==> config.mk <==
export PLATFORM = sky130hd
export DESIGN_NAME = scope_mode_ctrl
export DESIGN_NICKNAME = d
export VERILOG_FILES = /design/src/rtl/scope_mode_ctrl.sv
export SDC_FILE = /design/constraint.sdc
export NUM_CORES = 1
export LEC_CHECK = 0
export CAP_MARGIN = 15
export CELL_PAD_IN_SITES_DETAIL_PLACEMENT = 1
export CELL_PAD_IN_SITES_GLOBAL_PLACEMENT = 2
export CORE_MARGIN = 2
export CORE_UTILIZATION = 28
export CTS_CLUSTER_SIZE = 20
export DETAILED_ROUTE_END_ITERATION = 10
export GPL_TIMING_DRIVEN = 0
export PLACE_DENSITY_LB_ADDON = 0.1
export SYNTH_ARGS = -nofsm -noshare
export SYNTH_HDL_FRONTEND = slang
export SYNTH_SLANG_ARGS = --single-unit
==> constraint.sdc <==
create_clock -name clk_50M -period 2.6 [get_ports clk_50M]
set_clock_uncertainty 0.05 [all_clocks]
set_input_delay 0.78 -clock clk_50M [delete_from_list [all_inputs] [get_ports clk_50M]]
set_output_delay 0.78 -clock clk_50M [all_outputs]
set_load 0.02 [all_outputs]
==> src/rtl/scope_mode_ctrl.sv <==
// Scope mode controller: key/CPU arbitration onto mode registers, AD clock switch sequencer, FFT start handshake.
// Optional feature macro SCOPE_MODE_CTRL_READBACK_EN enables the cpu_rdata readback mux.
module scope_mode_ctrl #(
    parameter int unsigned GATE_CYC    = 16,
    parameter int unsigned SETTLE_CYC  = 64,
    parameter int unsigned ADCLK_MODES = 5
) (
    input  logic        clk_50M,
    input  logic        rst_n,
    input  logic        key_wave_p,
    input  logic        key_frq_p,
    input  logic        key_adda_p,
    input  logic        key_adclk_p,
    input  logic        key_hor_p,
    input  logic        key_fft_p,
    input  logic        fft_done,
    input  logic        cpu_wr_en,
    input  logic [2:0]  cpu_addr,
    input  logic [7:0]  cpu_wdata,
    output logic [7:0]  cpu_rdata,
    output logic [1:0]  mode_wave,
    output logic [13:0] phase_inc,
    output logic        sel_adda,
    output logic [2:0]  ad_clk_sel,
    output logic        ad_clk_en,
    output logic [4:0]  par_hor,
    output logic        fft_start_pulse,
    output logic        fft_armed,
    output logic        adclk_busy,
    output logic        cfg_err
);

    localparam int unsigned CNT_MAX = (GATE_CYC > SETTLE_CYC) ? GATE_CYC : SETTLE_CYC;
    localparam int unsigned CNT_W   = $clog2(CNT_MAX + 1);
    localparam logic [CNT_W-1:0] GATE_LAST   = CNT_W'(GATE_CYC - 1);
    localparam logic [CNT_W-1:0] SETTLE_LAST = CNT_W'(SETTLE_CYC - 1);
    localparam logic [2:0] ADCLK_LAST = 3'(ADCLK_MODES - 1);
    localparam logic [7:0] ADCLK_LIM  = 8'(ADCLK_MODES);

    localparam logic [2:0] A_WAVE  = 3'd0;
    localparam logic [2:0] A_FRQ   = 3'd1;
    localparam logic [2:0] A_ADDA  = 3'd2;
    localparam logic [2:0] A_ADCLK = 3'd3;
    localparam logic [2:0] A_HOR   = 3'd4;
    localparam logic [2:0] A_CTRL  = 3'd5;
    localparam logic [2:0] A_STAT  = 3'd6;

    typedef enum logic [1:0] {
        ST_IDLE,
        ST_GATE,
        ST_SWITCH,
        ST_SETTLE
    } state_t;

    state_t           state_q, state_d;
    logic [CNT_W-1:0] cnt_q, cnt_d;
    logic [1:0]       wave_q, wave_d;
    logic [1:0]       frq_q, frq_d;
    logic             adda_q, adda_d;
    logic [2:0]       adclk_q, adclk_d;
    logic [1:0]       hor_q, hor_d;
    logic [13:0]      phase_inc_q, phase_inc_d;
    logic [4:0]       par_hor_q, par_hor_d;
    logic [2:0]       ad_clk_sel_q, ad_clk_sel_d;
    logic             ad_clk_en_q, ad_clk_en_d;
    logic             adclk_busy_q, adclk_busy_d;
    logic             fft_start_q, fft_start_d;
    logic             fft_armed_q, fft_armed_d;
    logic             cfg_err_q, cfg_err_d;
    logic             busy;
    logic             fft_req;

    // Next-state: field arbitration (CPU beats key on the same field), FFT handshake, clock-switch FSM
    always_comb begin
        wave_d       = wave_q;
        frq_d        = frq_q;
        adda_d       = adda_q;
        adclk_d      = adclk_q;
        hor_d        = hor_q;
        cfg_err_d    = 1'b0;
        fft_start_d  = 1'b0;
        fft_armed_d  = fft_armed_q;
        state_d      = state_q;
        cnt_d        = cnt_q;
        ad_clk_sel_d = ad_clk_sel_q;
        busy         = (state_q != ST_IDLE);
        fft_req      = key_fft_p | (cpu_wr_en & (cpu_addr == A_CTRL) & cpu_wdata[0]);

        if (key_wave_p && !(cpu_wr_en && cpu_addr == A_WAVE)) wave_d = wave_q + 2'd1;
        if (key_frq_p && !(cpu_wr_en && cpu_addr == A_FRQ))
            frq_d = (frq_q == 2'd2) ? 2'd0 : frq_q + 2'd1;
        if (key_adda_p && !(cpu_wr_en && cpu_addr == A_ADDA)) adda_d = ~adda_q;
        if (key_adclk_p && !busy && !(cpu_wr_en && cpu_addr == A_ADCLK))
            adclk_d = (adclk_q >= ADCLK_LAST) ? 3'd0 : adclk_q + 3'd1;
        if (key_hor_p && !(cpu_wr_en && cpu_addr == A_HOR)) hor_d = hor_q + 2'd1;

        if (cpu_wr_en) begin
            case (cpu_addr)
                A_WAVE:  if (cpu_wdata <= 8'd3) wave_d = cpu_wdata[1:0]; else cfg_err_d = 1'b1;
                A_FRQ:   if (cpu_wdata <= 8'd2) frq_d = cpu_wdata[1:0]; else cfg_err_d = 1'b1;
                A_ADDA:  if (cpu_wdata <= 8'd1) adda_d = cpu_wdata[0]; else cfg_err_d = 1'b1;
                // Writes during a clock switch are silently dropped
                A_ADCLK: if (!busy) begin
                    if (cpu_wdata < ADCLK_LIM) adclk_d = cpu_wdata[2:0];
                    else cfg_err_d = 1'b1;
                end
                A_HOR:   if (cpu_wdata <= 8'd3) hor_d = cpu_wdata[1:0]; else cfg_err_d = 1'b1;
                A_CTRL:  begin end
                default: cfg_err_d = 1'b1;
            endcase
        end

        if (fft_done) begin
            fft_armed_d = 1'b0;
        end else if (fft_req && !fft_armed_q) begin
            fft_start_d = 1'b1;
            fft_armed_d = 1'b1;
        end

        // The SWITCH cycle counts toward the settle time after ad_clk_sel moves
        case (state_q)
            ST_IDLE: begin
                if (adclk_d != adclk_q) begin
                    state_d = ST_GATE;
                    cnt_d   = '0;
                end
            end
            ST_GATE: begin
                if (cnt_q == GATE_LAST) begin
                    state_d      = ST_SWITCH;
                    cnt_d        = '0;
                    ad_clk_sel_d = adclk_q;
                end else begin
                    cnt_d = cnt_q + CNT_W'(1);
                end
            end
            ST_SWITCH: begin
                state_d = ST_SETTLE;
                cnt_d   = cnt_q + CNT_W'(1);
            end
            ST_SETTLE: begin
                if (cnt_q == SETTLE_LAST) begin
                    state_d = ST_IDLE;
                    cnt_d   = '0;
                end else begin
                    cnt_d = cnt_q + CNT_W'(1);
                end
            end
            default: begin
                state_d = ST_IDLE;
                cnt_d   = '0;
            end
        endcase

        ad_clk_en_d  = (state_d == ST_IDLE);
        adclk_busy_d = (state_d != ST_IDLE);
        phase_inc_d  = 14'd1 << frq_d;
        par_hor_d    = {3'b000, hor_d} + 5'd1;
    end

    always_ff @(posedge clk_50M or negedge rst_n) begin
        if (!rst_n) begin
            state_q      <= ST_IDLE;
            cnt_q        <= '0;
            wave_q       <= 2'd0;
            frq_q        <= 2'd0;
            adda_q       <= 1'b0;
            adclk_q      <= 3'd0;
            hor_q        <= 2'd0;
            phase_inc_q  <= 14'd1;
            par_hor_q    <= 5'd1;
            ad_clk_sel_q <= 3'd0;
            ad_clk_en_q  <= 1'b1;
            adclk_busy_q <= 1'b0;
            fft_start_q  <= 1'b0;
            fft_armed_q  <= 1'b0;
            cfg_err_q    <= 1'b0;
        end else begin
            state_q      <= state_d;
            cnt_q        <= cnt_d;
            wave_q       <= wave_d;
            frq_q        <= frq_d;
            adda_q       <= adda_d;
            adclk_q      <= adclk_d;
            hor_q        <= hor_d;
            phase_inc_q  <= phase_inc_d;
            par_hor_q    <= par_hor_d;
            ad_clk_sel_q <= ad_clk_sel_d;
            ad_clk_en_q  <= ad_clk_en_d;
            adclk_busy_q <= adclk_busy_d;
            fft_start_q  <= fft_start_d;
            fft_armed_q  <= fft_armed_d;
            cfg_err_q    <= cfg_err_d;
        end
    end

    assign mode_wave       = wave_q;
    assign phase_inc       = phase_inc_q;
    assign sel_adda        = adda_q;
    assign ad_clk_sel      = ad_clk_sel_q;
    assign ad_clk_en       = ad_clk_en_q;
    assign par_hor         = par_hor_q;
    assign fft_start_pulse = fft_start_q;
    assign fft_armed       = fft_armed_q;
    assign adclk_busy      = adclk_busy_q;
    assign cfg_err         = cfg_err_q;

`ifdef SCOPE_MODE_CTRL_READBACK_EN
    // Combinational register readback
    always_comb begin
        cpu_rdata = 8'h00;
        case (cpu_addr)
            A_WAVE:  cpu_rdata = {6'b0, wave_q};
            A_FRQ:   cpu_rdata = {6'b0, frq_q};
            A_ADDA:  cpu_rdata = {7'b0, adda_q};
            A_ADCLK: cpu_rdata = {5'b0, adclk_q};
            A_HOR:   cpu_rdata = {6'b0, hor_q};
            A_STAT:  cpu_rdata = {6'b0, adclk_busy_q, fft_armed_q};
            default: cpu_rdata = 8'h00;
        endcase
    end
`else
    assign cpu_rdata = 8'h00;
`endif

endmodule
After elaboration in Yosys (flattened, before gate mapping):

Index checks and enable logic that the tools add are counted.

* register bits: 44
* bits of input ports: 21

* add/subtract/negate cells: 6
* $lt $le $gt $ge: 5
* equal/unequal tests: 13
* shift-type cells: 1
* multiplexer cells: 42
* bitwise operators: 4
* reductions and logical operators: 27

Operators with widths (count)
* two-way mux 2 bit: 16
* case mux 7 bit (4 select lines): 1
* two-way mux 7 bit: 3
* two-way mux 3 bit: 6
* less-or-equal comparator 8 x 2 -> 1 bit, second input constant: 2
* two-way mux 1 bit: 14
* << shifter 1 x 2 -> 14 bit, first input constant: 1
* logical AND 1 bit: 12
* less-or-equal comparator 8 x 1 -> 1 bit, second input constant: 1
* < comparator 8 x 3 -> 1 bit, second input constant: 1
* case mux 2 bit (4 select lines): 1
* adder 7 x 1 -> 7 bit, second input constant: 1
* == test 7 x 4 -> 1 bit, second input constant: 1
* == test 7 x 6 -> 1 bit, second input constant: 1
* zero test 1 bit: 7
* adder 2 x 1 -> 2 bit, second input constant: 3
* == test 2 bit, second input constant: 3
* == test 3 x 2 -> 1 bit, second input constant: 2
* == test 3 bit, second input constant: 2
* nonzero test 2 bit: 3
* case mux 1 bit (5 select lines): 1
* zero test 2 bit: 2
* adder 2 x 1 -> 3 bit, second input constant: 1
* adder 3 x 1 -> 3 bit, second input constant: 1
* 11 further kinds: 12

Depth between registers and ports, before layout:

* depth after elaboration: 13
* depth in mapped cells: 7
* mapped depth without buffers: 7

Worst setup path before layout:

No wires, ideal clock.

* path type: input-to-reg
* start: in cpu_wdata[7]
* end: reg par_hor_q[1] (netlist: par_hor[1])
* library setup time: 0.126 ns
* arrival: 2.333 ns
* data required time: 2.424 ns
* setup slack: 0.092 ns
* cell stages on the path: 5
* path buffers: 1
* path through: or4_4 buf_6 or3_1 o221a_2 ha_1

* longest elaborated chain between the ends: 5

RTL lines
* start, declared: RTL line 19 `input logic [7:0] cpu_wdata,`
* less-or-equal comparator 8 x 2 -> 1 bit: RTL line 107 `A_HOR: if (cpu_wdata <= 8'd3) hor_d = cpu_wdata[1:0]; else cfg_err_d = 1'b1;`
* two-way mux 2 bit: RTL line 107
* two-way mux 2 bit: RTL line 98 `case (cpu_addr)`
* two-way mux 2 bit: RTL line 97 `if (cpu_wr_en) begin`
* via hor_d[0]: RTL line 61 `logic [1:0] hor_q, hor_d;`
* adder 2 x 1 -> 3 bit: RTL line 158 `par_hor_d = {3'b000, hor_d} + 5'd1;`
* via par_hor_d[1]: RTL line 63 `logic [4:0] par_hor_q, par_hor_d;`
* end signal, assigned: RTL line 187 `par_hor_q <= par_hor_d;`
* end, declared: RTL line 63

The timed path passes the listed nets, and every way through them passes these cells.
A chain may end at the register's enable or synchronous reset.

Final worst setup path:

* start: in cpu_wdata[4]
* end: reg par_hor_q[1] (netlist: par_hor[1])

Same word-level chain as after synthesis.

==> flow_metrics.py <==
metrics = {
    "grt": {
        "grt_pass1_wl_um": 8420,
        "track_usage_pct": 13.8,
        "grt_max_degree": 35,
        "gr-total-overflow": 0,
        "grt_antenna_before_repair": 0,
        "first_global_vias": 1657,
    },
    "synth": {
        "syn_inst": 220,
        "ys.flop_type": "dfrtp_1",
        "syn_area_per_cell_sq_um": 9.31,
        "ys_seq_area_share_pct": 41.7,
        "synth_edf_count": 0,
        "synth.cells.most_frequent": "31 x dfrtp_1, 20 x buf_4, 18 x nand2_1, 16 x o21ai_0, 13 x nor2_1",
        "yosysMostFrequentCell": "dfrtp_1",
        "netlist_area_sq_mm": 0.00205,
        "synth_top_cell_by_area": "dfrtp_1",
        "yosys_warnings": 0,
        "synth_cell_type_count": 56,
        "synth_top_area_share_pct": 37.9,
        "async_reset_ff_share_pct": 100,
        "ys_ff_latch": 34,
        "synth_area_leaders": "dfrtp_1 38%, buf_4 7.3%, o21ai_0 3.9%, dfstp_2 3.8%, nand2_1 3.3%",
    },
    "floorplan": {
        "num_rows": 31,
        "fp.dieH_um": 89.5,
        "core_sq_mm": 0.00718,
        "die_area_sq_mm": 0.00802,
        "start_util_pct": 28.5,
        "die_x_um": 89.5,
        "ios": 59,
    },
    "timing": {
        "drv_slew": 0,
        "period_needed_ps": 2570,
        "fin_tns_setup_ps": 0,
        "rsz0062_at_grt": "true",
        "hold_violations": 0,
        "max-slew-margin-rel_pct": 45.9,
        "worst_pin_slew_ps": 812,
        "fmax_mhz": 388,
        "setup_viol": 0,
        "timing.final.crit_share_pct": 99.0,
    },
    "worst_setup_path": {
        "worstPathCellList": "clkdlybuf4s50_1 > or4_4 > or3_4 > o221a_4 > ha_4",
        "worstPathArrival_ps": 2700,
        "worst-setup-path-type": "input port to flop",
        "critPathMaxFanout": 7,
        "cp.required_ps": 2730,
        "critPathMaxStageDelay_ps": 640,
        "start_kind": "input port",
        "endpoint_kind": "flop",
        "slowest_stage": "or4_4",
    },
    "cts": {
        "cts.sinks": 34,
        "clk_pin_slew_ps": 70,
        "cts_tree": "done",
        "htreeDepth": 2,
        "cts-buffers-inserted": 5,
        "clk_latency_ps": 280,
        "cts-root-buf": "clkbuf_8",
        "clk_path_buf_depth": 2,
    },
    "detailed_routing": {
        "vias_per_cell": 4.56,
        "final_antenna_net_count": 0,
        "dr.first_iter.drc_count": 55,
        "drcViolationCount": 0,
        "vias": 1773,
        "wl_um": 5210,
        "wire_per_inst_um": 13.4,
        "dr.pass1.iters": 4,
    },
    "cells_and_area": {
        "syn2layout_area_growth_pct": 37.0,
        "diodes": 0,
        "nets": 315,
        "drive_above_1_share_pct": 21.0,
    },
    "power": {
        "vdd_drop_max_uv": 233,
        "power_mw": 1.54,
        "leakage_nw": 1.23,
        "p_per_area_mw_per_mm2": 549,
    },
    "place": {
        "place.gp.congestion": 0.702,
        "port_buffers": 37,
        "hpwl_um": 3770,
    },
    "outcome": {
        "status": "finished clean",
    },
    "worst_hold_path": {
        "worstHoldPathType": "flop to flop",
    },
    "run": {
        "cap_violations": 0,
    },
}
## path summary, 6_finish.rpt
kind	from	to	slack (ps)	depth (start not counted)
min	fft_armed	fft_start_pulse	410	1
max reg2reg	adclk_q[1]	cnt_q[0]	380	7
min in group asynchronous	rst_n	cnt_q[4]	530	1
max	cpu_wdata[4]	par_hor[1]	30	5
min reg2reg	fft_armed	fft_start_pulse	410	1
max in group asynchronous	rst_n	fft_armed	1450	1
## power breakdown
part	internal [mW]	switching, mW
registers	0.616	0.0441
logic	0.242	0.261
clock network	0.185	0.194
total	1.04	0.499
## repair_timing
item	CTS	global route
gates cloned	0	0
endpoints found under the setup margin	9	16
hold buffers	0	0
pin swaps	1	8
resized for setup	5	9
buffers inserted	0	8
## worst max-delay path, delay by kind of cell
kind / cells / cell delay (ps)
fa+ha+maj: 1 / 230
compound gates: 1 / 270
buf+inv: 1 / 400
simple gates: 2 / 1020
## routing by layer
layer	GRT usage, %	part of all wire, %
met1	18.0	46
met3	4.71	5.9
met5	0	0
met2	21.9	47
met4	4.07	1.3
## kinds of logic (layout without fill, tap and decap cells)
logic type / after synthesis / in the layout / synth area share [%]
and+or+nand+nor: 74 / 74 / 18.7
adders and majority gates: 4 / 4 / 2.44
AOI/OAI and AO/OA: 60 / 60 / 21.4
buffers and inverters: 38 / 89 / 11.2
other: 1 / 20 / 0.183
xor gates and xnor gates: 5 / 5 / 2.14
DFF: 34 / 34 / 41.7
muxes: 4 / 4 / 2.20
## stage by stage
step	utilization, %	instance area [sq um]	worst slack [ps]	hold WS, ps	cells
2_1_floorplan	-	2120	91.5	434	239
3_3_place_gp	36.4	2610	-504	409	375
3_5_place_dp	36.4	2610	-501	420	375
4_1_cts	37.8	2710	-66.4	421	382
5_1_grt	39.1	2810	-0.902	454	389
6_report	39.1	2810	25.1	413	389
## layout make-up
cell class                 count  area [sq um]
sequential                    34           855
fill                         864          4370
buffer                        28           184
tap                           99           124
timing repair buffer          45           433
clock buffer                   7          76.3
multi-input combinational    167          1100
inverter                       9          33.8
## cell usage in the layout (no fill, tap or decap), types with 3 or more instances in the layout
| cell type | n |
|---|---|
| a211oi_1 | 3 |
| a21oi_1 | 9 |
| a22oi_1 | 5 |
| and3_1 | 4 |
| buf_2 | 4 |
| buf_4 | 28 |
| clkbuf_1 | 6 |
| clkbuf_8 | 5 |
| clkdlybuf4s50_1 | 33 |
| conb_1 | 20 |
| dfrtp_1 | 31 |
| dfstp_2 | 3 |
| dlymetal6s2s_1 | 3 |
| ha_1 | 3 |
| inv_1 | 9 |
| mux2_2 | 4 |
| nand2_1 | 18 |
| nand2b_1 | 4 |
| nand3_1 | 12 |
| nor2_1 | 12 |
| nor2b_1 | 3 |
| nor3_1 | 6 |
| o21ai_0 | 15 |
| xnor2_1 | 4 |
## sequential cells by signal, indices dropped and copies added, names as in the netlist, 2 cells and up
signal      count
state_q         2
frq_q           2
adclk_q         3
par_hor         3
ad_clk_sel      3
hor_q           2
cnt_q           7
mode_wave       2
phase_inc       4
(Power assumes the default switching activity.)
